$ cat src/rtl/gate_window_ctrl.sv
// Measurement-window sequencer: clears the edge counter, gates it for win_len prescaler ticks,
// then latches the count onto a valid/ready result port. Optional wrap tracker: GATE_WINDOW_OVF_EN.
module gate_window_ctrl #(
    parameter int unsigned CNT_W = 4,
    parameter int unsigned WIN_W = 8
) (
    input  logic             clk,
    input  logic             rst,
    input  logic             tick_in,
    input  logic             start,
    input  logic             continuous,
    input  logic [WIN_W-1:0] win_len,
    input  logic [CNT_W-1:0] cnt_val,
    output logic             cnt_clr,
    output logic             cnt_en,
    output logic             busy,
    output logic [CNT_W-1:0] result,
    output logic             result_ovf,
    output logic             result_valid,
    input  logic             result_ready
);

    typedef enum logic [2:0] {
        IDLE,
        CLEAR,
        WAIT_TICK,
        COUNT,
        LATCH,
        HOLD
    } state_t;

    state_t           state;
    logic [WIN_W-1:0] win_cnt;
    logic [WIN_W-1:0] win_load;

    // A zero-length window behaves like a one-tick window.
    assign win_load = (win_len == '0) ? WIN_W'(1) : win_len;

    // Sequencer with all strobes registered alongside the state transition.
    always_ff @(posedge clk) begin
        if (rst) begin
            state        <= IDLE;
            win_cnt      <= '0;
            cnt_clr      <= 1'b0;
            cnt_en       <= 1'b0;
            busy         <= 1'b0;
            result       <= '0;
            result_valid <= 1'b0;
        end else begin
            cnt_clr <= 1'b0;
            case (state)
                IDLE: begin
                    if (start) begin
                        state   <= CLEAR;
                        cnt_clr <= 1'b1;
                        busy    <= 1'b1;
                    end
                end
                CLEAR: begin
                    state <= WAIT_TICK;
                end
                WAIT_TICK: begin
                    if (tick_in) begin
                        win_cnt <= win_load;
                        state   <= COUNT;
                        cnt_en  <= 1'b1;
                    end
                end
                COUNT: begin
                    if (tick_in) begin
                        win_cnt <= win_cnt - WIN_W'(1);
                        if (win_cnt == WIN_W'(1)) begin
                            state  <= LATCH;
                            cnt_en <= 1'b0;
                        end
                    end
                end
                LATCH: begin
                    // Counter's registered value now includes the final enabled cycle.
                    result       <= cnt_val;
                    result_valid <= 1'b1;
                    state        <= HOLD;
                end
                HOLD: begin
                    if (result_ready) begin
                        result_valid <= 1'b0;
                        if (continuous) begin
                            state   <= CLEAR;
                            cnt_clr <= 1'b1;
                        end else begin
                            state <= IDLE;
                            busy  <= 1'b0;
                        end
                    end
                end
                default: begin
                    state        <= IDLE;
                    cnt_en       <= 1'b0;
                    busy         <= 1'b0;
                    result_valid <= 1'b0;
                end
            endcase
        end
    end

`ifdef GATE_WINDOW_OVF_EN
    logic [CNT_W-1:0] prev_val;
    logic             ovf_flag;
    logic             wrap;

    assign wrap = (cnt_val < prev_val);

    // Sticky wrap detector: a drop in the counter value during the window means it rolled over.
    always_ff @(posedge clk) begin
        if (rst) begin
            prev_val   <= '0;
            ovf_flag   <= 1'b0;
            result_ovf <= 1'b0;
        end else begin
            case (state)
                CLEAR: begin
                    prev_val <= '0;
                    ovf_flag <= 1'b0;
                end
                COUNT: begin
                    prev_val <= cnt_val;
                    if (wrap) begin
                        ovf_flag <= 1'b1;
                    end
                end
                LATCH: begin
                    prev_val   <= cnt_val;
                    result_ovf <= ovf_flag | wrap;
                end
                default: ;
            endcase
        end
    end
`else
    assign result_ovf = 1'b0;
`endif

endmodule

$ cat config.mk
export PLATFORM = sky130hd
export DESIGN_NAME = gate_window_ctrl
export DESIGN_NICKNAME = d
export VERILOG_FILES = /design/src/rtl/gate_window_ctrl.sv
export SDC_FILE = /design/constraint.sdc
export NUM_CORES = 1
export LEC_CHECK = 0
export ABC_AREA = 0
export ABC_CLOCK_PERIOD_IN_PS = 2000
export CORE_ASPECT_RATIO = 1.4
export CORE_UTILIZATION = 55
export CTS_CLUSTER_DIAMETER = 40
export DETAILED_ROUTE_END_ITERATION = 7
export DONT_BUFFER_PORTS = 1
export HOLD_SLACK_MARGIN = 0.02
export PLACE_DENSITY = 0.7
export SETUP_SLACK_MARGIN = 0.5
export SLEW_MARGIN = 20
export SYNTH_ARGS = -nofsm -noshare
export SYNTH_HDL_FRONTEND = slang
export SYNTH_SLANG_ARGS = --single-unit
$ cat constraint.sdc
create_clock -name clk -period 2 [get_ports clk]
set_clock_uncertainty 0.1 [all_clocks]
set_input_delay 0.6 -clock clk [delete_from_list [all_inputs] [get_ports clk]]
set_output_delay 0.6 -clock clk [all_outputs]
set_load 0.02 [all_outputs]
== After elaboration in Yosys (flattened, before gate mapping) ==
Cells that the tools add are included.

* $add $sub $neg: 1
* Eq/ne operators: 12
* Multiplexer cells: 25
* Bitwise logic cells: 3
* Reductions and logical operators: 11

{| class="wikitable"
|+ Operator list
! kind !! count
|-
| two-way mux 8 bit || 3
|-
| case mux 3 bit (6 select lines) || 1
|-
| case mux 8 bit (2 select lines) || 1
|-
| two-way mux 3 bit || 5
|-
| != test 2 bit, second input constant || 6
|-
| OR reduction 4 bit || 3
|-
| two-way mux 1 bit || 11
|-
| case mux 1 bit (3 select lines) || 3
|-
| equality test 8 x 1 -> 1 bit, second input constant || 1
|-
| logical NOT 8 bit || 1
|-
| AND reduction 4 bit || 2
|-
| subtractor 8 x 1 -> 8 bit, second input constant || 1
|-
| equality test 3 x 2 -> 1 bit, second input constant || 2
|-
| equality test 3 bit, second input constant || 2
|-
| AND reduction 5 bit || 1
|-
| equality test 3 x 1 -> 1 bit, second input constant || 1
|-
| logical NOT 3 bit || 1
|-
| NOT 1 bit || 3
|-
| AND reduction 3 bit || 1
|-
| case mux 1 bit (2 select lines) || 1
|-
| AND reduction 2 bit || 1
|-
| nonzero test 2 bit || 1
|}

* Bits in registers: 19
* Input bits: 18
* Output and inout port bits: 9
* Word-level logic and storage cells: 59

== Depth between registers and ports, before layout ==
* Depth after elaboration: 4
* Gate-level depth with buffers: 6
* Gate-level depth less buffers: 6

== Least setup slack after synthesis ==
Ideal clock, no wire load.

* Path kind: register to register
* Start: register win_cnt[2]
* End: register cnt_en
* Setup time: 0.147 ns
* Arrival time: 1.448 ns
* Required time: 1.753 ns
* Slack: 0.305 ns
* Cell stages (with the launch flop): 5
* Path buffers: 0
* Clock period less this slack: 1.695 ns
* Path through: dfxtp_1 or4_4 nor4b_4 and4_1 a2111oi_0

* Longest elaborated chain between the ends: 3

{| class="wikitable"
|+ RTL lines
! element !! RTL line !! source
|-
| start, declared || 33 || <nowiki>logic [WIN_W-1:0] win_cnt;</nowiki>
|-
| start signal, assigned || 64 || <nowiki>win_cnt <= win_load;</nowiki>
|-
| start signal, assigned || 71 || <nowiki>win_cnt <= win_cnt - WIN_W'(1);</nowiki>
|-
| equality test 8 x 1 -> 1 bit || 72 || <nowiki>if (win_cnt == WIN_W'(1)) begin</nowiki>
|-
| != test 2 bit (no source line) || - ||
|-
| AND reduction 4 bit (no source line) || - ||
|-
| end signal, assigned || 66 || <nowiki>cnt_en <= 1'b1;</nowiki>
|-
| end signal, assigned || 74 || <nowiki>cnt_en <= 1'b0;</nowiki>
|-
| end signal, assigned || 98 || <nowiki>cnt_en <= 1'b0;</nowiki>
|-
| end, declared || 15 || <nowiki>output logic cnt_en,</nowiki>
|}

No other way between the ends.
A chain may end at the register's enable or synchronous reset.

== Worst setup path in the final report ==
* Start: register win_cnt[4]
* End: register state[1]

* Longest elaborated chain between the ends: 3

{| class="wikitable"
|+ RTL lines
! element !! RTL line !! source
|-
| equality test 8 x 1 -> 1 bit || 72 ||
|-
| != test 2 bit (no source line) || - ||
|-
| AND reduction 5 bit (no source line) || - ||
|-
| end signal, assigned || 73 || <nowiki>state <= LATCH;</nowiki>
|-
| end signal, assigned || 82 || <nowiki>state <= HOLD;</nowiki>
|-
| end signal, assigned || 88 || <nowiki>state <= CLEAR;</nowiki>
|-
| end, declared || 32 || <nowiki>state_t state;</nowiki>
|}

No other way between the ends.

==> flow_summary.ini <==
[critical_path]
reg2reg_depth = 4
reg2reg_slack_ns = 0.30
r2r_start = win_cnt[4]
cp.required_ns = 2.10
critPathKind = flip-flop to flip-flop
regToRegEndpoint = state[1]
cp-end-kind = flip-flop
worstPathMaxFanout = 5
cp-start-kind = flip-flop
critPathArrivalTime_ns = 1.80

[sta]
min_period_over_period_pct = 85.1
rsz0062_at_grt = yes
slew_violations = 0
fin_crit_ns = 1.70
fmax_ghz = 0.588
finalSetupViolations = 0
final_hold_viol_count = 0
setup_tns_ns = 0

[placement]
dp_hpwl_mm = 1.87
port_buffers = 0
place_congestion = 0.788
place_inst = 141

[clocking]
htreeDepth = 1
max-clock-path-buffers = 2
cts_inserted_buffers = 3
cts-root-buf = clkbuf_4
insertion_delay_ns = 0.30
cts.sinks = 19
cts.hold.buffers_added = 0
cts_tree = yes
clkTransAtPathRegs_ns = 0.11

[synth]
synthesis.nets = 144
seq_area_frac_synth_pct = 36.5
synth_top_area_share_pct = 36.5
ys_types = 39
synth_edf_count = 0
syn_area_per_cell_sq_um = 8.40
ys.flop_type = dfxtp_1
ys_warn_count = 0
synthTopCellsByArea = dfxtp_1, nor2_1, nor3_1
syn_inst = 124
synthArstFlopShare_pct = 0
yosysTopAreaCell = dfxtp_1
synth_seq_cells = 19
syn_area_sq_um = 1040

[power]
leakagePower_uw = 0.000415
combPwrFrac_pct = 24.5
vdd_drop_max_v = 0.000434
p_int_uw = 577
seqPwrFrac_pct = 52.4
switching_power_uw = 270
swShare_pct = 31.8
pwr-share-clk_pct = 23.1
power_density_nw_per_um2 = 693

[floorplan]
core.rowCount = 18
start_util_pct = 58.5
die_width_um = 38.8
dieHeight_um = 53.5
die_area_sq_um = 2070
core-area_sq_um = 1780
io_pins = 27

[grt]
grt_max_degree = 23
track_usage_pct = 28.0
antenna_found_initial = 0
grt_pass1_vias = 925
grt-ovfl-total = 0
grt_pass1_wl_mm = 4.01

[layout]
layout.cells.non_filler = 150
layout-drive-gt1-share_pct = 26.2
multi_input_area_sq_um = 666
area_delta_synth_final_pct = 17.4
ff_latch_area_sq_um = 390
nNetsFinal = 151
fillers = 150
antenna_cells = 0

[drt]
wl_mm = 2.70
drt_first_pass_iters = 4
via_per_inst = 6.68
vias = 1002
drtAntennaViolNets = 0
drtIter0Drc = 18
wl_per_cell_um = 18.0
drcViolationCount = 0

[flow_run]
maxCapViolations = 0

[hold_path]
hold_depth = 1
hp-class = primary input to flip-flop
worstHoldEndpoint = win_cnt[1]
hold_path_startpoint = rst

[outcome]
outcome = completed
[placed cells by master, fill, tap and decap left out, types with 4 or more instances in the layout]
cell type / Yosys / layout
o21ai_0: 5 / 5
nand2_1: 6 / 6
buf_4: 1 / 8
nor3_1: 9 / 8
dfxtp_1: 19 / 13
a31oi_1: 4 / 4
nor2_1: 14 / 14
nand3_1: 6 / 6
nor4_1: 5 / 4
dfxtp_2: 0 / 5
mux2i_1: 4 / 4
inv_1: 5 / 5
[worst max-delay path, cell delays in order, from the launching register on]
cell and delay, ns:
dfxtp_1 0.39, or4_4 0.52, nor4b_4 0.27, and4_4 0.27, nor4_1 0.05
[metal layers]
| layer | wire length, um | track usage [%] | up-vias |
|---|---|---|---|
| li1 | - | - | 483 |
| met1 | 1040 | 29.4 | 482 |
| met2 | 1470 | 50.0 | 27 |
| met3 | 119 | 5.46 | 10 |
| met4 | 70 | 14.9 | 0 |
| met5 | 0 | 0 | - |
[cell type report]
class	count	share of cell area (%)
Clock buffer	3	1.84
Timing Repair Buffer	10	7.78
Multi-Input combinational cell	92	54.5
Inverter	5	1.54
Sequential cell	19	31.9
Tap cell	20	2.05
Clock inverter	1	0.409
[synthesized netlist by cell type (all sizes together) (3+ instances only)]
library cell  number
o21ai              5
a21oi              3
inv                5
nand2              6
nor3b              3
clkbuf             6
dfxtp             19
nand3              6
nor3              10
nor2              14
a31oi              4
a2111oi            5
nor4               5
mux2i              4
[flip-flops by register name (all words and copies together), names as in the netlist]
| signal | flops |
|---|---|
| busy | 1 |
| cnt_clr | 1 |
| result | 4 |
| win_cnt | 8 |
| cnt_en | 1 |
| state | 3 |
| result_valid | 1 |
[through the flow]
stage / power, uW / worst slack, ns / util (%) / hold slack, ns / cell area, sq um
after floorplan: 580 / 0.393 / - / 0.370 / 1040
after global placement: 610 / 0.333 / 60.2 / 0.395 / 1070
after detailed placement: 613 / 0.307 / 60.2 / 0.405 / 1070
after CTS: 823 / 0.319 / 64.7 / 0.233 / 1150
after global routing: 889 / 0.188 / 68.7 / 0.236 / 1220
final: 847 / 0.298 / 68.7 / 0.252 / 1220
[cells by family after synthesis]
| logic type | synth area share [%] |
|---|---|
| and+or+nand+nor | 30.0 |
| AOI/OAI and AO/OA | 20.0 |
| DFF | 36.5 |
| buffers and inverters | 5.17 |
| muxes | 3.85 |
| adders and majority gates | 2.40 |
| xor gates and xnor gates | 1.68 |
| other | 0.360 |
[worst max path at each step]
stage,slack (ns),end,from
detailed placement,0.31,cnt_en,win_cnt[5]
global route,0.19,win_cnt[7],win_cnt[4]
floorplan,0.39,cnt_en,win_cnt[5]
global placement,0.33,win_cnt[4],win_cnt[0]
CTS,0.32,cnt_en,win_cnt[3]
finish,0.30,state[1],win_cnt[4]
[repair_timing]
action,CTS,global route
setup buffers,3,2
pin swaps,3,2
setup endpoints to repair,16,15
gates resized for setup,10,14
gates cloned,0,0
[power groups by stage]
stage / Combinational, uW / Sequential, uW / Clock [uW]
6_report: 208 / 443 / 195
5_1_grt: 229 / 446 / 214
4_1_cts: 180 / 440 / 203
3_5_place_dp: 162 / 451 / 0
3_3_place_gp: 160 / 449 / 0
2_1_floorplan: 138 / 442 / 0
(Power assumes the default switching activity.)
